<file path="src/rtl/mips_pkg.sv">
// Shared definitions for the MIPS ID stage: opcode/funct codes, ALU
// control codes, the packed control bundle, the ID/EX register layout
// and the hazard FSM state type.
package mips_pkg;

    localparam int XLEN    = 32;
    localparam int RADDR_W = 5;

    localparam logic [5:0] OP_RTYPE = 6'h00;
    localparam logic [5:0] OP_LW    = 6'h23;
    localparam logic [5:0] OP_SW    = 6'h2B;
    localparam logic [5:0] OP_BEQ   = 6'h04;
    localparam logic [5:0] OP_ADDI  = 6'h08;
    localparam logic [5:0] OP_J     = 6'h02;

    localparam logic [5:0] FN_ADD = 6'h20;
    localparam logic [5:0] FN_SUB = 6'h22;
    localparam logic [5:0] FN_AND = 6'h24;
    localparam logic [5:0] FN_OR  = 6'h25;
    localparam logic [5:0] FN_SLT = 6'h2A;

    localparam logic [2:0] ALU_AND = 3'b000;
    localparam logic [2:0] ALU_OR  = 3'b001;
    localparam logic [2:0] ALU_ADD = 3'b010;
    localparam logic [2:0] ALU_SUB = 3'b110;
    localparam logic [2:0] ALU_SLT = 3'b111;

    typedef struct packed {
        logic       reg_write;
        logic       mem_read;
        logic       mem_write;
        logic       alu_src;
        logic       branch;
        logic       jump;
        logic [2:0] alu_ctl;
        logic       illegal;
    } ctrl_t;

    localparam ctrl_t CTRL_NONE = ctrl_t'(10'b0);

    typedef enum logic [0:0] {
        S_RUN     = 1'b0,
        S_LUSTALL = 1'b1
    } state_t;

    // Full contents of the ID/EX pipeline register
    typedef struct packed {
        logic               valid;
        ctrl_t              ctrl;
        logic [XLEN-1:0]    rs_data;
        logic [XLEN-1:0]    rt_data;
        logic [XLEN-1:0]    imm;
        logic [RADDR_W-1:0] rs;
        logic [RADDR_W-1:0] rt;
        logic [RADDR_W-1:0] dst;
        logic [XLEN-1:0]    pc4;
        logic [25:0]        jtarget;
    } idex_t;

    localparam idex_t IDEX_CLEAR = idex_t'(180'd0);

    function automatic logic [XLEN-1:0] sign_ext16(input logic [15:0] v);
        return {{16{v[15]}}, v};
    endfunction

endpackage

</file>
<file path="src/rtl/decode_stage_if.sv">
// Bus bundle for decode_stage: IF handshake, regbank read/writeback
// taps and the ID/EX outputs toward EX. master = surrounding pipeline,
// slave = decode_stage.
interface decode_stage_if;
    import mips_pkg::*;

    logic               if_valid;
    logic [XLEN-1:0]    if_instr;
    logic [XLEN-1:0]    if_pc4;
    logic               id_ready;
    logic [RADDR_W-1:0] rf_a1;
    logic [RADDR_W-1:0] rf_a2;
    logic [XLEN-1:0]    rf_rd1;
    logic [XLEN-1:0]    rf_rd2;
    logic               wb_we;
    logic [RADDR_W-1:0] wb_a3;
    logic [XLEN-1:0]    wb_wd;
    logic               ex_ready;
    logic               ex_flush;
    logic               ex_valid;
    ctrl_t              ex_ctrl;
    logic [XLEN-1:0]    ex_rs_data;
    logic [XLEN-1:0]    ex_rt_data;
    logic [XLEN-1:0]    ex_imm;
    logic [RADDR_W-1:0] ex_rs;
    logic [RADDR_W-1:0] ex_rt;
    logic [RADDR_W-1:0] ex_dst;
    logic [XLEN-1:0]    ex_pc4;
    logic [25:0]        ex_jtarget;

    modport master (
        output if_valid, if_instr, if_pc4, rf_rd1, rf_rd2,
               wb_we, wb_a3, wb_wd, ex_ready, ex_flush,
        input  id_ready, rf_a1, rf_a2, ex_valid, ex_ctrl, ex_rs_data,
               ex_rt_data, ex_imm, ex_rs, ex_rt, ex_dst, ex_pc4, ex_jtarget
    );

    modport slave (
        input  if_valid, if_instr, if_pc4, rf_rd1, rf_rd2,
               wb_we, wb_a3, wb_wd, ex_ready, ex_flush,
        output id_ready, rf_a1, rf_a2, ex_valid, ex_ctrl, ex_rs_data,
               ex_rt_data, ex_imm, ex_rs, ex_rt, ex_dst, ex_pc4, ex_jtarget
    );

endinterface

</file>
<file path="src/rtl/decode_stage_main_decoder.sv">
// main_decoder: combinational opcode/funct -> control bundle.
// Unknown opcodes or R-type functs produce illegal=1 with no side effects.
module main_decoder
    import mips_pkg::*;
(
    input  logic [5:0] op,
    input  logic [5:0] funct,
    output ctrl_t      ctrl
);

    // Map the instruction class to its control bundle
    always_comb begin
        ctrl = CTRL_NONE;
        case (op)
            OP_RTYPE: begin
                ctrl.reg_write = 1'b1;
                case (funct)
                    FN_ADD:  ctrl.alu_ctl = ALU_ADD;
                    FN_SUB:  ctrl.alu_ctl = ALU_SUB;
                    FN_AND:  ctrl.alu_ctl = ALU_AND;
                    FN_OR:   ctrl.alu_ctl = ALU_OR;
                    FN_SLT:  ctrl.alu_ctl = ALU_SLT;
                    default: begin
                        ctrl.reg_write = 1'b0;
                        ctrl.illegal   = 1'b1;
                    end
                endcase
            end
            OP_LW: begin
                ctrl.reg_write = 1'b1;
                ctrl.mem_read  = 1'b1;
                ctrl.alu_src   = 1'b1;
                ctrl.alu_ctl   = ALU_ADD;
            end
            OP_SW: begin
                ctrl.mem_write = 1'b1;
                ctrl.alu_src   = 1'b1;
                ctrl.alu_ctl   = ALU_ADD;
            end
            OP_BEQ: begin
                ctrl.branch  = 1'b1;
                ctrl.alu_ctl = ALU_SUB;
            end
            OP_ADDI: begin
                ctrl.reg_write = 1'b1;
                ctrl.alu_src   = 1'b1;
                ctrl.alu_ctl   = ALU_ADD;
            end
            OP_J: begin
                ctrl.jump = 1'b1;
            end
            default: begin
                ctrl.illegal = 1'b1;
            end
        endcase
    end

endmodule

</file>
<file path="src/rtl/decode_stage.sv">
// decode_stage: MIPS ID stage. Drives regbank read addresses, decodes
// the fetched instruction and registers it into ID/EX with load-use
// bubble insertion, EX backpressure and EX flush.
// Optional: define DECODE_WB_BYPASS_EN to forward the WB write data
// onto the operands when WB targets the register being read.
module decode_stage
    import mips_pkg::*;
(
    input  logic           clk,
    input  logic           rst,
    decode_stage_if.slave  bus
);

    logic [5:0]         op_s;
    logic [5:0]         funct_s;
    logic [RADDR_W-1:0] rs_s;
    logic [RADDR_W-1:0] rt_s;
    logic [RADDR_W-1:0] rd_s;
    logic [RADDR_W-1:0] dst_raw_s;
    logic [RADDR_W-1:0] dst_s;
    ctrl_t              ctrl_dec_s;
    ctrl_t              ctrl_s;
    logic [XLEN-1:0]    opa_s;
    logic [XLEN-1:0]    opb_s;
    logic               hold_s;
    logic               lu_haz_s;
    idex_t              idex_d;
    idex_t              idex_q;
    state_t             state_d;
    state_t             state_q;

    assign op_s    = bus.if_instr[31:26];
    assign rs_s    = bus.if_instr[25:21];
    assign rt_s    = bus.if_instr[20:16];
    assign rd_s    = bus.if_instr[15:11];
    assign funct_s = bus.if_instr[5:0];

    assign bus.rf_a1 = rs_s;
    assign bus.rf_a2 = rt_s;

    main_decoder u_main_decoder (
        .op    (op_s),
        .funct (funct_s),
        .ctrl  (ctrl_dec_s)
    );

    // Pick the destination and suppress writes aimed at $0
    always_comb begin
        ctrl_s = ctrl_dec_s;
        if (op_s == OP_RTYPE) begin
            dst_raw_s = rd_s;
        end else begin
            dst_raw_s = rt_s;
        end
        if (ctrl_dec_s.reg_write && (dst_raw_s != 5'd0)) begin
            ctrl_s.reg_write = 1'b1;
            dst_s            = dst_raw_s;
        end else begin
            ctrl_s.reg_write = 1'b0;
            dst_s            = 5'd0;
        end
    end

`ifdef DECODE_WB_BYPASS_EN
    // Forward WB data when the regbank read would miss this cycle's write
    always_comb begin
        if (bus.wb_we && (bus.wb_a3 != 5'd0) && (bus.wb_a3 == rs_s)) begin
            opa_s = bus.wb_wd;
        end else begin
            opa_s = bus.rf_rd1;
        end
        if (bus.wb_we && (bus.wb_a3 != 5'd0) && (bus.wb_a3 == rt_s)) begin
            opb_s = bus.wb_wd;
        end else begin
            opb_s = bus.rf_rd2;
        end
    end
`else
    // Regbank provides write-before-read, so operands pass straight through
    always_comb begin
        opa_s = bus.rf_rd1;
        opb_s = bus.rf_rd2;
    end

    logic bypass_unused_s;
    assign bypass_unused_s = ^{bus.wb_we, bus.wb_a3, bus.wb_wd};
`endif

    // Backpressure and load-use detection (rt compared for every opcode)
    always_comb begin
        hold_s   = idex_q.valid & ~bus.ex_ready;
        lu_haz_s = idex_q.valid & idex_q.ctrl.mem_read & (idex_q.dst != 5'd0) &
                   ((idex_q.dst == rs_s) | (idex_q.dst == rt_s));
        bus.id_ready = ~rst & ~hold_s & ~lu_haz_s;
    end

    // ID/EX next contents: flush > hold > bubble > load > drain
    always_comb begin
        idex_d = idex_q;
        if (bus.ex_flush) begin
            idex_d.valid = 1'b0;
        end else if (hold_s) begin
            idex_d = idex_q;
        end else if (lu_haz_s) begin
            idex_d.valid = 1'b0;
        end else if (bus.if_valid) begin
            idex_d.valid   = 1'b1;
            idex_d.ctrl    = ctrl_s;
            idex_d.rs_data = opa_s;
            idex_d.rt_data = opb_s;
            idex_d.imm     = sign_ext16(bus.if_instr[15:0]);
            idex_d.rs      = rs_s;
            idex_d.rt      = rt_s;
            idex_d.dst     = dst_s;
            idex_d.pc4     = bus.if_pc4;
            idex_d.jtarget = bus.if_instr[25:0];
        end else begin
            idex_d.valid = 1'b0;
        end
    end

    // Diagnostic stall tracker: marks the cycle after a bubble is inserted
    always_comb begin
        state_d = S_RUN;
        case (state_q)
            S_RUN: begin
                if (!bus.ex_flush && !hold_s && lu_haz_s) begin
                    state_d = S_LUSTALL;
                end else begin
                    state_d = S_RUN;
                end
            end
            S_LUSTALL: state_d = S_RUN;
            default:   state_d = S_RUN;
        endcase
    end

    // ID/EX register and FSM state with synchronous reset
    always_ff @(posedge clk) begin
        if (rst) begin
            idex_q  <= IDEX_CLEAR;
            state_q <= S_RUN;
        end else begin
            idex_q  <= idex_d;
            state_q <= state_d;
        end
    end

    assign bus.ex_valid   = idex_q.valid;
    assign bus.ex_ctrl    = idex_q.ctrl;
    assign bus.ex_rs_data = idex_q.rs_data;
    assign bus.ex_rt_data = idex_q.rt_data;
    assign bus.ex_imm     = idex_q.imm;
    assign bus.ex_rs      = idex_q.rs;
    assign bus.ex_rt      = idex_q.rt;
    assign bus.ex_dst     = idex_q.dst;
    assign bus.ex_pc4     = idex_q.pc4;
    assign bus.ex_jtarget = idex_q.jtarget;

endmodule

</file>
<file path="src/flat_wrapper.sv">
// flat-port wrapper written by rule: the top's interface ports become plain ports
module decode_stage_flat import mips_pkg::*;
  (clk, rst, bus_if_valid, bus_if_instr, bus_if_pc4, bus_rf_rd1, bus_rf_rd2, bus_wb_we, bus_wb_a3, bus_wb_wd, bus_ex_ready, bus_ex_flush, bus_id_ready, bus_rf_a1, bus_rf_a2, bus_ex_valid, bus_ex_ctrl, bus_ex_rs_data, bus_ex_rt_data, bus_ex_imm, bus_ex_rs, bus_ex_rt, bus_ex_dst, bus_ex_pc4, bus_ex_jtarget);
  decode_stage_if bus_i ();
  input  logic clk;
  input  logic rst;
  input wire logic [$bits(bus_i.if_valid)-1:0] bus_if_valid;
  input wire logic [$bits(bus_i.if_instr)-1:0] bus_if_instr;
  input wire logic [$bits(bus_i.if_pc4)-1:0] bus_if_pc4;
  input wire logic [$bits(bus_i.rf_rd1)-1:0] bus_rf_rd1;
  input wire logic [$bits(bus_i.rf_rd2)-1:0] bus_rf_rd2;
  input wire logic [$bits(bus_i.wb_we)-1:0] bus_wb_we;
  input wire logic [$bits(bus_i.wb_a3)-1:0] bus_wb_a3;
  input wire logic [$bits(bus_i.wb_wd)-1:0] bus_wb_wd;
  input wire logic [$bits(bus_i.ex_ready)-1:0] bus_ex_ready;
  input wire logic [$bits(bus_i.ex_flush)-1:0] bus_ex_flush;
  output wire logic [$bits(bus_i.id_ready)-1:0] bus_id_ready;
  output wire logic [$bits(bus_i.rf_a1)-1:0] bus_rf_a1;
  output wire logic [$bits(bus_i.rf_a2)-1:0] bus_rf_a2;
  output wire logic [$bits(bus_i.ex_valid)-1:0] bus_ex_valid;
  output wire logic [$bits(bus_i.ex_ctrl)-1:0] bus_ex_ctrl;
  output wire logic [$bits(bus_i.ex_rs_data)-1:0] bus_ex_rs_data;
  output wire logic [$bits(bus_i.ex_rt_data)-1:0] bus_ex_rt_data;
  output wire logic [$bits(bus_i.ex_imm)-1:0] bus_ex_imm;
  output wire logic [$bits(bus_i.ex_rs)-1:0] bus_ex_rs;
  output wire logic [$bits(bus_i.ex_rt)-1:0] bus_ex_rt;
  output wire logic [$bits(bus_i.ex_dst)-1:0] bus_ex_dst;
  output wire logic [$bits(bus_i.ex_pc4)-1:0] bus_ex_pc4;
  output wire logic [$bits(bus_i.ex_jtarget)-1:0] bus_ex_jtarget;
  assign bus_i.if_valid = bus_if_valid;
  assign bus_i.if_instr = bus_if_instr;
  assign bus_i.if_pc4 = bus_if_pc4;
  assign bus_i.rf_rd1 = bus_rf_rd1;
  assign bus_i.rf_rd2 = bus_rf_rd2;
  assign bus_i.wb_we = bus_wb_we;
  assign bus_i.wb_a3 = bus_wb_a3;
  assign bus_i.wb_wd = bus_wb_wd;
  assign bus_i.ex_ready = bus_ex_ready;
  assign bus_i.ex_flush = bus_ex_flush;
  assign bus_id_ready = bus_i.id_ready;
  assign bus_rf_a1 = bus_i.rf_a1;
  assign bus_rf_a2 = bus_i.rf_a2;
  assign bus_ex_valid = bus_i.ex_valid;
  assign bus_ex_ctrl = bus_i.ex_ctrl;
  assign bus_ex_rs_data = bus_i.ex_rs_data;
  assign bus_ex_rt_data = bus_i.ex_rt_data;
  assign bus_ex_imm = bus_i.ex_imm;
  assign bus_ex_rs = bus_i.ex_rs;
  assign bus_ex_rt = bus_i.ex_rt;
  assign bus_ex_dst = bus_i.ex_dst;
  assign bus_ex_pc4 = bus_i.ex_pc4;
  assign bus_ex_jtarget = bus_i.ex_jtarget;
  decode_stage u_core (.clk(clk), .rst(rst), .bus(bus_i));
endmodule
</file>
<file path="config.mk">
export PLATFORM = sky130hd
export DESIGN_NAME = decode_stage_flat
export DESIGN_NICKNAME = d
export VERILOG_FILES = /design/src/rtl/mips_pkg.sv /design/src/rtl/decode_stage_if.sv /design/src/rtl/decode_stage_main_decoder.sv /design/src/rtl/decode_stage.sv /design/src/flat_wrapper.sv
export SDC_FILE = /design/constraint.sdc
export NUM_CORES = 1
export LEC_CHECK = 0
export CORE_AREA = 8 8 133 135
export DETAILED_ROUTE_END_ITERATION = 10
export DIE_AREA = 0 0 141 143
export DONT_BUFFER_PORTS = 1
export RECOVER_POWER = 25
export SLEW_MARGIN = 0
export SYNTH_ARGS = -nofsm -noshare
export SYNTH_HDL_FRONTEND = slang
export SYNTH_SLANG_ARGS = --single-unit
</file>
<file path="constraint.sdc">
create_clock -name clk -period 3.3 [get_ports clk]
set_clock_uncertainty 0.2 [all_clocks]
set_input_delay 0.495 -clock clk [delete_from_list [all_inputs] [get_ports clk]]
set_output_delay 0.495 -clock clk [all_outputs]
set_load 0.01 [all_outputs]
</file>
; ---- After elaboration in Yosys (flattened, before gate mapping)
; Index checks and enable logic that the tools add are counted.
[word_totals]
reg_bits = 164
in_bits = 171
[op_classes]
eq_ne = 12
muxes = 16
n_bitwise = 12
reduce_logical = 10
[op_table]
columns = operator, count
row1 = equality test 6 bit (second input constant), 7
row2 = case mux 3 bit (4 select lines), 1
row3 = equality test 5 bit, 2
row4 = 2-to-1 mux 1 bit, 10
row5 = 2-to-1 mux 5 bit, 2
row6 = nonzero test 5 bit, 2
row7 = OR reduction 5 bit, 2
row8 = case mux 3 bit (3 select lines), 1
row9 = AND 1 bit, 6
row10 = equality test 6 x 2 -> 1 bit (second input constant), 1
row11 = equality test 6 x 3 -> 1 bit (second input constant), 1
row12 = equality test 6 x 4 -> 1 bit (second input constant), 1
row13 = logical NOT 6 bit, 1
row14 = inverter 1 bit, 5
row15 = case mux 1 bit (2 select lines), 2
row16 = AND reduction 4 bit, 1
row17 = OR reduction 2 bit, 2
row18 = OR reduction 3 bit, 1
row19 = logical AND 1 bit, 1
row20 = bitwise OR 1 bit, 1

; ---- Depth between registers and ports, before layout
[depth]
word_depth = 6
ltp_mapped = 8
depth_no_buf = 5

; ---- Hierarchy
; From an unflattened synthesis, not the netlist that was laid out.
[hier_totals]
cells_unflattened = 718
hier_area_um2 = 7139.3
[modules_own_cells]
columns = module, instances, cells_each, area_each_um2
row1 = decode_stage, 1, 683, 6911.6
row2 = main_decoder, 1, 35, 227.7

; ---- Least setup slack after synthesis
; Ideal clock, no wire load.
[synth_path]
path_type = flip-flop to output port
startpoint = reg u_core.idex_q, in the netlist u_core.bus.ex_dst[1]
endpoint = out bus_id_ready
t_arrival_ps = 1478
slack_ps = 1127
path_stages_with_launch = 5
path_cell_list = dfxtp_1 -> or4_1 -> o211ai_2 -> nor2_1 -> nor3_1
[synth_via]
elab_chain_len = 5
[synth_lines]
columns = element, line_no
row1 = from (decl), decode_stage.sv:28  ; idex_t idex_q;
row2 = from (signal assigned), decode_stage.sv:144  ; idex_q <= idex_d;
row3 = equality test 5 bit or nonzero test 5 bit (tied branches), "decode_stage.sv:93, decode_stage.sv:92"
row4 = bitwise OR 1 bit or AND 1 bit (tied branches), "decode_stage.sv:93, decode_stage.sv:92"
row5 = AND 1 bit *, decode_stage.sv:92  ; lu_haz_s = idex_q.valid & idex_q.ctrl.mem_read & (idex_q.dst != 5'd0) &
row6 = inverter 1 bit (no line) *, -
row7 = AND 1 bit *, decode_stage.sv:94  ; bus.id_ready = ~rst & ~hold_s & ~lu_haz_s;
row8 = to (decl), flat_wrapper.sv:17  ; output wire logic [$bits(bus_i.id_ready)-1:0] bus_id_ready;
; Mark *: on every way between the ends. The rest lies on a longest branch, timed or not.

; ---- Worst setup path in the final report
[layout_path]
startpoint = reg u_core.idex_q, in the netlist u_core.bus.ex_dst[0]
endpoint = out bus_id_ready
; Same word-level chain as after synthesis.

==> impl_metrics.env <==
export IMPL_r2r_cells=6
export IMPL_final_layout_size_suffix_gt1_share_pct=7.55
export IMPL_cp_depth=5
export IMPL_via_per_inst=4.97
export IMPL_max_freq_mhz=352
export IMPL_swShare_pct=23.1
export IMPL_period_share_pct=86.2
export IMPL_cts_made_buffers=17
export IMPL_place_area_um2=6640
export IMPL_antenna_found_initial=0
export IMPL_startpoint_type="flip-flop"
export IMPL_synthCells=710
export IMPL_power_internal_mw=3.17
export IMPL_die_w_um=141
export IMPL_setup_tns_ns=0
export IMPL_clk_pin_slew_ns=0.06
export IMPL_status="finished, final reports clean"
export IMPL_postCtsSetupBuffers=0
export IMPL_drtIter0Drc=190
export IMPL_clockRootBuffer="clkbuf_16"
export IMPL_cts_sinks=138
export IMPL_ys_types=35
export IMPL_cp_slowest_cell="dfxtp_1"
export IMPL_clockPowerShare_pct=48.2
export IMPL_route_detailed_drc=0
export IMPL_crit_arrival_ns=2.15
export IMPL_stdcell_area_um2=7260
export IMPL_fp_row_count=46
export IMPL_pwr_share_seq_pct=45.3
export IMPL_required_ns=2.60
export IMPL_dr_pass1_iters=4
export IMPL_hold_viol=0
export IMPL_multi_input_area_um2=3530
export IMPL_cts_repair_resized=0
export IMPL_cp_common_cell="nor3_1"
export IMPL_grt_max_degree=272
export IMPL_path_class="flip-flop to output pin"
export IMPL_min_path_type="input port to flip-flop"
export IMPL_p_leak_nw=2.71
export IMPL_avgRoutedWirePerCell_um=19.6
export IMPL_n_antenna_cell=0
export IMPL_synth_top_area_share_pct=39.4
export IMPL_seqCellArea_um2=2760
export IMPL_tritoncts="built"
export IMPL_final_core_util_pct=46.6
export IMPL_h_tree_depth=4
export IMPL_synth_area_leaders="dfxtp_1 (39%), nand2b_1 (23%), mux2i_1 (19%)"
export IMPL_rsz0062_at_grt="no"
export IMPL_grt_overflow_total=0
export IMPL_cts_hold_buf=0
export IMPL_num_io_pins=362
export IMPL_critPathMaxStageDelay_ns=0.56
export IMPL_finalWirelength_um=16900
export IMPL_slew_limit_headroom_pct=37.5
export IMPL_combPwrFrac_pct=6.5
export IMPL_switchingPower_uw=952
export IMPL_fin_crit_ns=2.84
export IMPL_ys_ff_latch=138
export IMPL_yosys_warnings=0
export IMPL_dp_hpwl_um=12400
export IMPL_vdd_drop_max_uv=345
export IMPL_synth_top_area_cell="dfxtp_1"
export IMPL_synth_nets=881
export IMPL_port_buffers=0
export IMPL_grt_pass1_vias=4344
export IMPL_ant_nets=0
export IMPL_cap_violations=0
export IMPL_insertion_delay_ns=0.41
export IMPL_crit_family="simple AND/OR/NAND/NOR gates"
export IMPL_slew_violations=0
export IMPL_grt_usage_pct=16.1
export IMPL_die_area_um2=20200
export IMPL_syn_area_um2=7020
export IMPL_hold_depth=2
export IMPL_synth_edff_count=0
export IMPL_start_util_pct=45.0
export IMPL_synth_area_per_cell_um2=9.89
export IMPL_grt_pass1_wl_um=25100
export IMPL_fill_cells=1455
export IMPL_gp_congestion=0.798
export IMPL_synth_most_common_cell="nand2b_1"
export IMPL_fp_coreArea_um2=15600
export IMPL_worst_pin_slew_ns=0.938
export IMPL_ys_flop_type="dfxtp_1"
export IMPL_ys_top_cells_by_count="nand2b_1 (259), dfxtp_1 (138), mux2i_1 (135)"
export IMPL_endpoint_kind="output pin"
export IMPL_num_vias=4301
export IMPL_path_max_fanout=5
export IMPL_nNetsFinal=807
export IMPL_ys_seq_area_share_pct=39.4
export IMPL_syn_to_final_growth_pct=3.46
export IMPL_path_cells="xor2_1 -> nor3_1 -> a22oi_1 -> nor2_1 -> nor3_1"
export IMPL_cts_path_max_buffers=2
export IMPL_setup_viol=0
export IMPL_p_per_area_nw_per_um2=568
export IMPL_die_y_um=143
export IMPL_synthArstFlopShare_pct=0
export IMPL_crit_buf_inv=0
## metal layers
layer | wire, um | track usage (%) | share of wire, %
met2 | 8030 | 26.6 | 48
met1 | 6700 | 17.1 | 40
met4 | 179 | 4.86 | 1.1
met3 | 2000 | 9.25 | 12
met5 | 0 | 0 | 0
## flip-flops by register name (all words and copies together) (netlist names)
| name | cells |
|---|---|
| u_core.bus.ex_ctrl | 10 |
| u_core.bus.ex_dst | 5 |
| u_core.bus.ex_jtarget | 25 |
| u_core.bus.ex_pc4 | 32 |
| u_core.bus.ex_rs | 1 |
| u_core.bus.ex_rs_data | 32 |
| u_core.bus.ex_rt_data | 32 |
| u_core.bus.ex_valid | 1 |
## path summary, 6_finish.rpt
kind | endpoint | slack (ns) | startpoint
worst min-delay path | u_core.bus.ex_jtarget[15] | 0.03 | bus_if_instr[15]
worst max-delay path | bus_id_ready | 0.46 | u_core.bus.ex_dst[0]
worst min register to register | u_core.bus.ex_rs_data[6] | 0.32 | u_core.bus.ex_rs_data[6]
worst max register to register | u_core.bus.ex_jtarget[6] | 0.76 | u_core.bus.ex_dst[0]
## logic make-up after synthesis
| kind of cell | share of synthesized area (%) |
|---|---|
| flops | 39.4 |
| buf+inv | 10.4 |
| simple gates | 26.6 |
| compound gates | 1.96 |
| xor+xnor | 1.25 |
| mux | 20.4 |
## stage by stage
step / setup WS (ns) / total power, mW / cells / hold WS (ns)
floorplan: 1.13 / 2.21 / 710 / 0.293
global placement: 0.781 / 2.17 / 833 / 0.311
detailed placement: 0.762 / 2.18 / 833 / 0.313
CTS: 0.442 / 4.19 / 865 / 0.00989
global route: 0.288 / 4.30 / 865 / 0.00853
finish: 0.457 / 4.13 / 865 / 0.0257
## layout make-up
class / count / share of cell area (%)
well taps: 216 / 3.72
multi-input cells: 473 / 48.6
inverters: 2 / 0.103
clock buffers: 22 / 6.67
clock inverters: 10 / 1.90
flip-flops and latches: 138 / 38.1
repair buffers: 4 / 0.930
## cell usage in the layout (no fill, tap or decap), types with 2 or more instances in the layout
master,count
inv_1,2
clkbuf_8,4
nor2_1,11
nor3_1,7
bufinv_16,3
clkinvlp_4,2
o21a_1,2
o21bai_1,2
clkbuf_16,17
or4_1,4
o211ai_2,2
mux2i_1,135
xor2_1,10
nor2b_1,4
nand4b_1,2
inv_6,2
mux2_2,7
nand3_1,6
buf_12,3
dfxtp_1,137
nand2_1,5
a21oi_1,3
nand2b_1,259
clkinv_2,3
## power by group through the flow
| stage | Combinational, mW | Sequential [mW] | Clock [mW] |
|---|---|---|---|
| global placement | 0.260 | 1.91 | 0 |
| floorplan | 0.348 | 1.86 | 0 |
| finish | 0.267 | 1.87 | 1.99 |
| CTS | 0.271 | 1.87 | 2.04 |
| global route | 0.293 | 1.88 | 2.12 |
| detailed placement | 0.270 | 1.91 | 0 |
No activity file was read; power rests on OpenSTA's default activity.
